**src/rtl/mem_access_unit.sv**
```systemverilog
// mem_access_unit: MEM-stage load/store unit. Turns the ALU result into a
// word-aligned req/ack bus access with byte enables and lane-replicated store
// data, flags AdEL/AdES address faults, stalls the pipeline while a bus access
// is outstanding, and returns sign/zero-extended load data.
// Optional feature: define MEM_ACCESS_TIMEOUT_EN to raise a DBE bus error when
// bus_ack does not arrive within TIMEOUT_CYCLES request cycles.
module mem_access_unit #(
  parameter int unsigned TIMEOUT_CYCLES = 16
) (
  input  logic        clk,
  input  logic        reset,
  input  logic        valid_in,
  input  logic        flush,
  input  logic [3:0]  MemOp,
  input  logic [31:0] Addr,
  input  logic        AddrOv,
  input  logic [31:0] WData,
  output logic        stall,
  output logic        done,
  output logic [31:0] RData,
  output logic        exc_valid,
  output logic [4:0]  exc_code,
  output logic        bus_req,
  output logic        bus_we,
  output logic [31:0] bus_addr,
  output logic [3:0]  bus_be,
  output logic [31:0] bus_wdata,
  input  logic        bus_ack,
  input  logic [31:0] bus_rdata
);

  typedef enum logic [1:0] {S_IDLE, S_REQ, S_DONE} state_e;

  typedef enum logic [3:0] {
    OP_NONE = 4'd0, OP_LW = 4'd1, OP_LH = 4'd2, OP_LHU = 4'd3, OP_LB = 4'd4,
    OP_LBU  = 4'd5, OP_SW = 4'd6, OP_SH = 4'd7, OP_SB  = 4'd8
  } mem_op_e;

  state_e      state_q, state_d;
  logic        req_q, req_d;
  logic        we_q, we_d;
  logic [31:0] addr_q, addr_d;
  logic [3:0]  be_q, be_d;
  logic [31:0] wdata_q, wdata_d;
  logic [31:0] rdata_q, rdata_d;
  logic        exc_q, exc_d;
  logic [4:0]  code_q, code_d;
  logic [1:0]  off_q, off_d;
  logic        word_q, word_d;
  logic        half_q, half_d;
  logic        sext_q, sext_d;
  logic        flushed_q, flushed_d;
`ifdef MEM_ACCESS_TIMEOUT_EN
  logic [7:0]  cnt_q, cnt_d;
`else
  localparam int unsigned unused_timeout_cycles = TIMEOUT_CYCLES;
`endif

  logic        is_load, is_store, sz_word, sz_half, ld_sext;
  logic        start, fault;
  logic [3:0]  be_new;
  logic [31:0] wdata_new;
  logic [7:0]  ld_byte;
  logic [15:0] ld_half;
  logic [31:0] ld_ext;

  // Decode the memory-op code into direction, access size and extension.
  always_comb begin
    is_load  = 1'b0;
    is_store = 1'b0;
    sz_word  = 1'b0;
    sz_half  = 1'b0;
    ld_sext  = 1'b0;
    case (mem_op_e'(MemOp))
      OP_LW:   begin is_load  = 1'b1; sz_word = 1'b1; end
      OP_LH:   begin is_load  = 1'b1; sz_half = 1'b1; ld_sext = 1'b1; end
      OP_LHU:  begin is_load  = 1'b1; sz_half = 1'b1; end
      OP_LB:   begin is_load  = 1'b1; ld_sext = 1'b1; end
      OP_LBU:  begin is_load  = 1'b1; end
      OP_SW:   begin is_store = 1'b1; sz_word = 1'b1; end
      OP_SH:   begin is_store = 1'b1; sz_half = 1'b1; end
      OP_SB:   begin is_store = 1'b1; end
      default: begin end
    endcase
  end

  // Address check, byte enables and lane-replicated store data for a new access.
  always_comb begin
    start = valid_in && !flush && (is_load || is_store);
    fault = AddrOv || (sz_word && (Addr[1:0] != 2'b00)) || (sz_half && Addr[0]);
    if (sz_word)      be_new = 4'b1111;
    else if (sz_half) be_new = Addr[1] ? 4'b1100 : 4'b0011;
    else              be_new = 4'b0001 << Addr[1:0];
    if (!is_store)    wdata_new = '0;
    else if (sz_word) wdata_new = WData;
    else if (sz_half) wdata_new = {2{WData[15:0]}};
    else              wdata_new = {4{WData[7:0]}};
  end

  // Select the addressed lane of the returned word and extend it.
  always_comb begin
    case (off_q)
      2'd0:    ld_byte = bus_rdata[7:0];
      2'd1:    ld_byte = bus_rdata[15:8];
      2'd2:    ld_byte = bus_rdata[23:16];
      default: ld_byte = bus_rdata[31:24];
    endcase
    ld_half = off_q[1] ? bus_rdata[31:16] : bus_rdata[15:0];
    if (word_q)      ld_ext = bus_rdata;
    else if (half_q) ld_ext = {{16{sext_q & ld_half[15]}}, ld_half};
    else             ld_ext = {{24{sext_q & ld_byte[7]}}, ld_byte};
  end

  // Next-state logic: IDLE -> (REQ ->) DONE -> IDLE, with flush dropping the DONE cycle.
  always_comb begin
    state_d   = state_q;
    req_d     = req_q;
    we_d      = we_q;
    addr_d    = addr_q;
    be_d      = be_q;
    wdata_d   = wdata_q;
    rdata_d   = rdata_q;
    exc_d     = exc_q;
    code_d    = code_q;
    off_d     = off_q;
    word_d    = word_q;
    half_d    = half_q;
    sext_d    = sext_q;
    flushed_d = flushed_q;
`ifdef MEM_ACCESS_TIMEOUT_EN
    cnt_d     = cnt_q;
`endif
    case (state_q)
      S_IDLE: begin
        if (start) begin
          if (fault) begin
            state_d = S_DONE;
            exc_d   = 1'b1;
            code_d  = is_load ? 5'd4 : 5'd5;
            rdata_d = '0;
          end else begin
            state_d   = S_REQ;
            req_d     = 1'b1;
            we_d      = is_store;
            addr_d    = {Addr[31:2], 2'b00};
            be_d      = be_new;
            wdata_d   = wdata_new;
            off_d     = Addr[1:0];
            word_d    = sz_word;
            half_d    = sz_half;
            sext_d    = ld_sext;
            exc_d     = 1'b0;
            code_d    = '0;
            flushed_d = 1'b0;
`ifdef MEM_ACCESS_TIMEOUT_EN
            cnt_d     = '0;
`endif
          end
        end
      end
      S_REQ: begin
        if (flush) flushed_d = 1'b1;
        if (bus_ack) begin
          req_d   = 1'b0;
          rdata_d = we_q ? '0 : ld_ext;
          state_d = (flush || flushed_q) ? S_IDLE : S_DONE;
        end
`ifdef MEM_ACCESS_TIMEOUT_EN
        else if (cnt_q == 8'(TIMEOUT_CYCLES - 1)) begin
          req_d   = 1'b0;
          exc_d   = 1'b1;
          code_d  = 5'd7;
          rdata_d = '0;
          state_d = (flush || flushed_q) ? S_IDLE : S_DONE;
        end else begin
          cnt_d = cnt_q + 8'd1;
        end
`endif
      end
      default: state_d = S_IDLE;
    endcase
  end

  // State and bus-field registers with synchronous reset.
  always_ff @(posedge clk) begin
    if (reset) begin
      state_q   <= S_IDLE;
      req_q     <= 1'b0;
      we_q      <= 1'b0;
      addr_q    <= '0;
      be_q      <= '0;
      wdata_q   <= '0;
      rdata_q   <= '0;
      exc_q     <= 1'b0;
      code_q    <= '0;
      off_q     <= '0;
      word_q    <= 1'b0;
      half_q    <= 1'b0;
      sext_q    <= 1'b0;
      flushed_q <= 1'b0;
`ifdef MEM_ACCESS_TIMEOUT_EN
      cnt_q     <= '0;
`endif
    end else begin
      state_q   <= state_d;
      req_q     <= req_d;
      we_q      <= we_d;
      addr_q    <= addr_d;
      be_q      <= be_d;
      wdata_q   <= wdata_d;
      rdata_q   <= rdata_d;
      exc_q     <= exc_d;
      code_q    <= code_d;
      off_q     <= off_d;
      word_q    <= word_d;
      half_q    <= half_d;
      sext_q    <= sext_d;
      flushed_q <= flushed_d;
`ifdef MEM_ACCESS_TIMEOUT_EN
      cnt_q     <= cnt_d;
`endif
    end
  end

  assign stall     = ((state_q == S_IDLE) && start) || (state_q == S_REQ);
  assign done      = (state_q == S_DONE) && !flush;
  assign exc_valid = done && exc_q;
  assign exc_code  = exc_valid ? code_q : '0;
  assign RData     = (state_q == S_DONE) ? rdata_q : '0;
  assign bus_req   = req_q;
  assign bus_we    = we_q;
  assign bus_addr  = addr_q;
  assign bus_be    = be_q;
  assign bus_wdata = wdata_q;

endmodule
```
**config.mk**
```make
export PLATFORM = sky130hd
export DESIGN_NAME = mem_access_unit
export DESIGN_NICKNAME = d
export VERILOG_FILES = /design/src/rtl/mem_access_unit.sv
export SDC_FILE = /design/constraint.sdc
export NUM_CORES = 1
export LEC_CHECK = 0
export ABC_AREA = 1
export BUFFER_PORTS_ARGS = -buffer_cell sky130_fd_sc_hd__buf_4
export CORE_MARGIN = 4
export CORE_UTILIZATION = 35
export CTS_BUF_LIST = sky130_fd_sc_hd__clkbuf_4 sky130_fd_sc_hd__clkbuf_8 sky130_fd_sc_hd__clkbuf_16
export CTS_CLUSTER_DIAMETER = 100
export DETAILED_ROUTE_END_ITERATION = 10
export PLACE_DENSITY = 0.63
export SLEW_MARGIN = 30
export SYNTH_ARGS = -nofsm -noshare
export SYNTH_HDL_FRONTEND = slang
export SYNTH_SLANG_ARGS = --single-unit
```
**constraint.sdc**
```tcl
create_clock -name clk -period 1.55 [get_ports clk]
set_input_delay 0.155 -clock clk [delete_from_list [all_inputs] [get_ports clk]]
set_output_delay 0.155 -clock clk [all_outputs]
set_load 0.005 [all_outputs]
```
==> run summary <==
Routed Antenna Nets - 0
Synth Cell Area - 0.00551 mm²
Seq cells post-synth - 110
R2r endpoint - rdata_q[28]
Fin crit share - 0.982
P_sw - 1.75 mW
Multi-input combinational cell area - 0.00281 mm²
VDD IR-drop max - 0.601 mV
Hold path cells - 3
Net Sw Frac - 0.268
Clk slew on worst S/H paths - 80 ps
FMAX - 0.657 GHz
Gr usage total - 0.192
Largest net degree at the start of global routing - 67
Final Wtd Congestion - 0.915
Clock Skew - 8.23 ps
Final setup viols - 0
Final TNS setup - 0 ps
Comb power frac - 0.168
Clock power share - 0.375
Die Ht - 133 µm
First-pass GRT wire length - 27800 µm
Sum of buffers and inverters on the critical path - 4
Initial core utilization - 0.360
Largest delay contributor family on the critical path - simple AND/OR/NAND/NOR gates
Max Fanout on Critical Path - 15
Critical path's slowest cell - dfxtp_2
Sequential Power Share - 0.457
Clk buf depth - 2
Status - finished clean
Final wirelength - 17800 µm
Syn Inst Count - 855
Count leader, synth - nor2_1
Critical R2R Launch - state_q[0]
Worst setup path start - state_q[0]
Max-cap violations - 0
Slowest Stage Delay on Critical Path - 340 ps
Die width - 133 µm
Sequential standard cell area - 0.00221 mm²
DR vias/cell - 4.73
Number of fill cells - 1587
Netlist cell types - 32
Clock Root Buffer - clkbuf_16
DPL Wire Length - 12900 µm
Min Tclk post-route - 1520 ps
Startpoint Class - flip-flop
Core area - 0.0153 mm²
CTS Buf Count - 9
RSZ-0062 raised after global routing - yes
H-tree levels - 3
Post-synth top area cell - dfxtp_1
Pleak - 3.73 nW
P&R area growth vs syn - 44.2%
Share of cells above drive strength 1 - 0.297
Worst Hold Margin - 45.1 ps
IO buf count - 210
Crit-path cells - inv_2 > nor2_2 > inv_2 > nor2_2 > inv_1 > nand2_2 > nor2_4 > clkbuf_16 > nor2_1 > nor2_1
HP Class - in -> reg
Sequential area share after synthesis - 0.400
Int Power - 4.78 mW
P per Cell Area - 822 mW/mm²
Syn. warnings - 0
CTS sink cnt - 110
Post-synth top area share - 0.400
Drt wl/cell - 13.8 µm
Asr flop ratio synth - 0
1st-iter DRT viols - 496
Hold Path End - bus_addr[25]
Worst EP arrival - 1770 ps
Antenna diodes - 0
Via Count - 6077
CP Capture Type - flip-flop
Vias in the first global route - 5519
Initial antenna violation count - 0
Worst endpoint required time - 1800 ps
Fin nets - 1175
Syn_area_per_cell - 6.44 µm²
Ports - 216
FP Rows - 45
DRC - 0
Top FF cell, synth - dfxtp_1
Clk_lat worst skew - 360 ps
R2R setup slack - 30 ps
Die ar. - 0.0178 mm²
Final Slew Violations - 0
EDFF count, synth - 0
FF-to-FF path depth - 10
Hold Vio Cnt, Final - 0
Type of the worst setup path - reg -> reg
Min-Delay Startpoint - Addr[25]
Top cells by area, synth - dfxtp_1, nor2_1, nand2_1
CTS tree - yes
Top cells by count, synth - nor2_1, nand2_1, dfxtp_1, o21ai_0, inv_1
Remaining Overflow, GRT - 0
Pre-antenna DRT Iters - 5
-- area by class of cell --
type | instances | share of cell area
Clock buffer | 11 | 0.0310
Clock inverter | 5 | 0.00803
Inverter | 71 | 0.0337
Multi-Input combinational cell | 622 | 0.354
Sequential cell | 110 | 0.278
Tap cell | 211 | 0.0332
Timing Repair Buffer | 255 | 0.262
-- power by group through the flow --
stage / clock network, mW / registers, mW / logic [mW]
6_report: 2.45 / 2.99 / 1.10
4_1_cts: 2.51 / 2.99 / 1.07
3_3_place_gp: 0 / 3.05 / 1.05
3_5_place_dp: 0 / 3.05 / 1.05
2_1_floorplan: 0 / 3.05 / 0.570
5_1_grt: 2.61 / 3.00 / 1.23
-- state kept, by name, indices dropped and copies added, names as in the netlist --
name       cells
bus_wdata     32
rdata_q       32
bus_addr      30
bus_be         4
code_q         2
off_q          2
state_q        2
bus_req        1
bus_we         1
flushed_q      1
half_q         1
sext_q         1
word_q         1
-- cell families after synthesis --
| kind of cell | Yosys count | share of synthesized area |
|---|---|---|
| other | 1 | 0.000681 |
| flip-flops | 110 | 0.400 |
| AND/OR/NAND/NOR | 448 | 0.335 |
| AO/OA/AOI/OAI | 169 | 0.160 |
| buffers and inverters | 127 | 0.105 |
-- worst max path at each step --
| stage | to | slack, ps | cells after the start |
|---|---|---|---|
| after detailed placement | rdata_q[9] | -60 | 13 |
| after CTS | stall | 10 | 6 |
| after floorplan | rdata_q[30] | 90 | 12 |
| final | rdata_q[28] | 30 | 10 |
| after global placement | rdata_q[9] | -20 | 12 |
| after global routing | rdata_q[20] | -40 | 10 |
-- what timing repair did --
item / in CTS / in global routing
buffers inserted: 0 / 0
hold buffers: 0 / 0
hold endpoints to repair: 0 / 0
pin swaps: 0 / 7
gates cloned: 1 / 2
gates resized for setup: 6 / 32
endpoints found under the setup margin: 35 / 88
-- tightest hold or removal path, cell delays in order --
cell and delay (ps):
buf_4 70, o21ai_0 70, nor2_1 70
-- metal layers --
layer,GRT usage,up-vias,routed length [µm]
met3,0.0495,25,1510
met4,0.0714,0,366
li1,-,3130,-
met5,0,-,0
met1,0.256,2693,7840
met2,0.300,229,8050
-- layout by cell type, fill, tap and decap left out, types with 2 or more instances in the layout --
cell type / count
a21oi_1: 42
buf_12: 8
buf_4: 241
buf_6: 3
clkbuf_16: 11
conb_1: 5
dfxtp_1: 107
dfxtp_2: 2
inv_1: 59
inv_2: 10
inv_6: 2
nand2_1: 173
nand2_2: 14
nand3_1: 55
nor2_1: 185
nor2_2: 9
nor2_4: 3
o211ai_1: 11
o21ai_0: 98
o21ai_1: 13
-- per-stage QoR --
step	cells	area, µm²	util	setup slack [ps]	power (mW)
2_1_floorplan	859	5520	-	93.7	3.62
3_3_place_gp	1266	7470	0.488	-18.6	4.10
3_5_place_dp	1266	7470	0.488	-62.9	4.11
4_1_cts	1283	7830	0.511	11.0	6.57
5_1_grt	1285	7940	0.519	-42.7	6.85
6_report	1285	7940	0.519	27.2	6.53
Note: power is estimated with default switching activity, not from simulation.
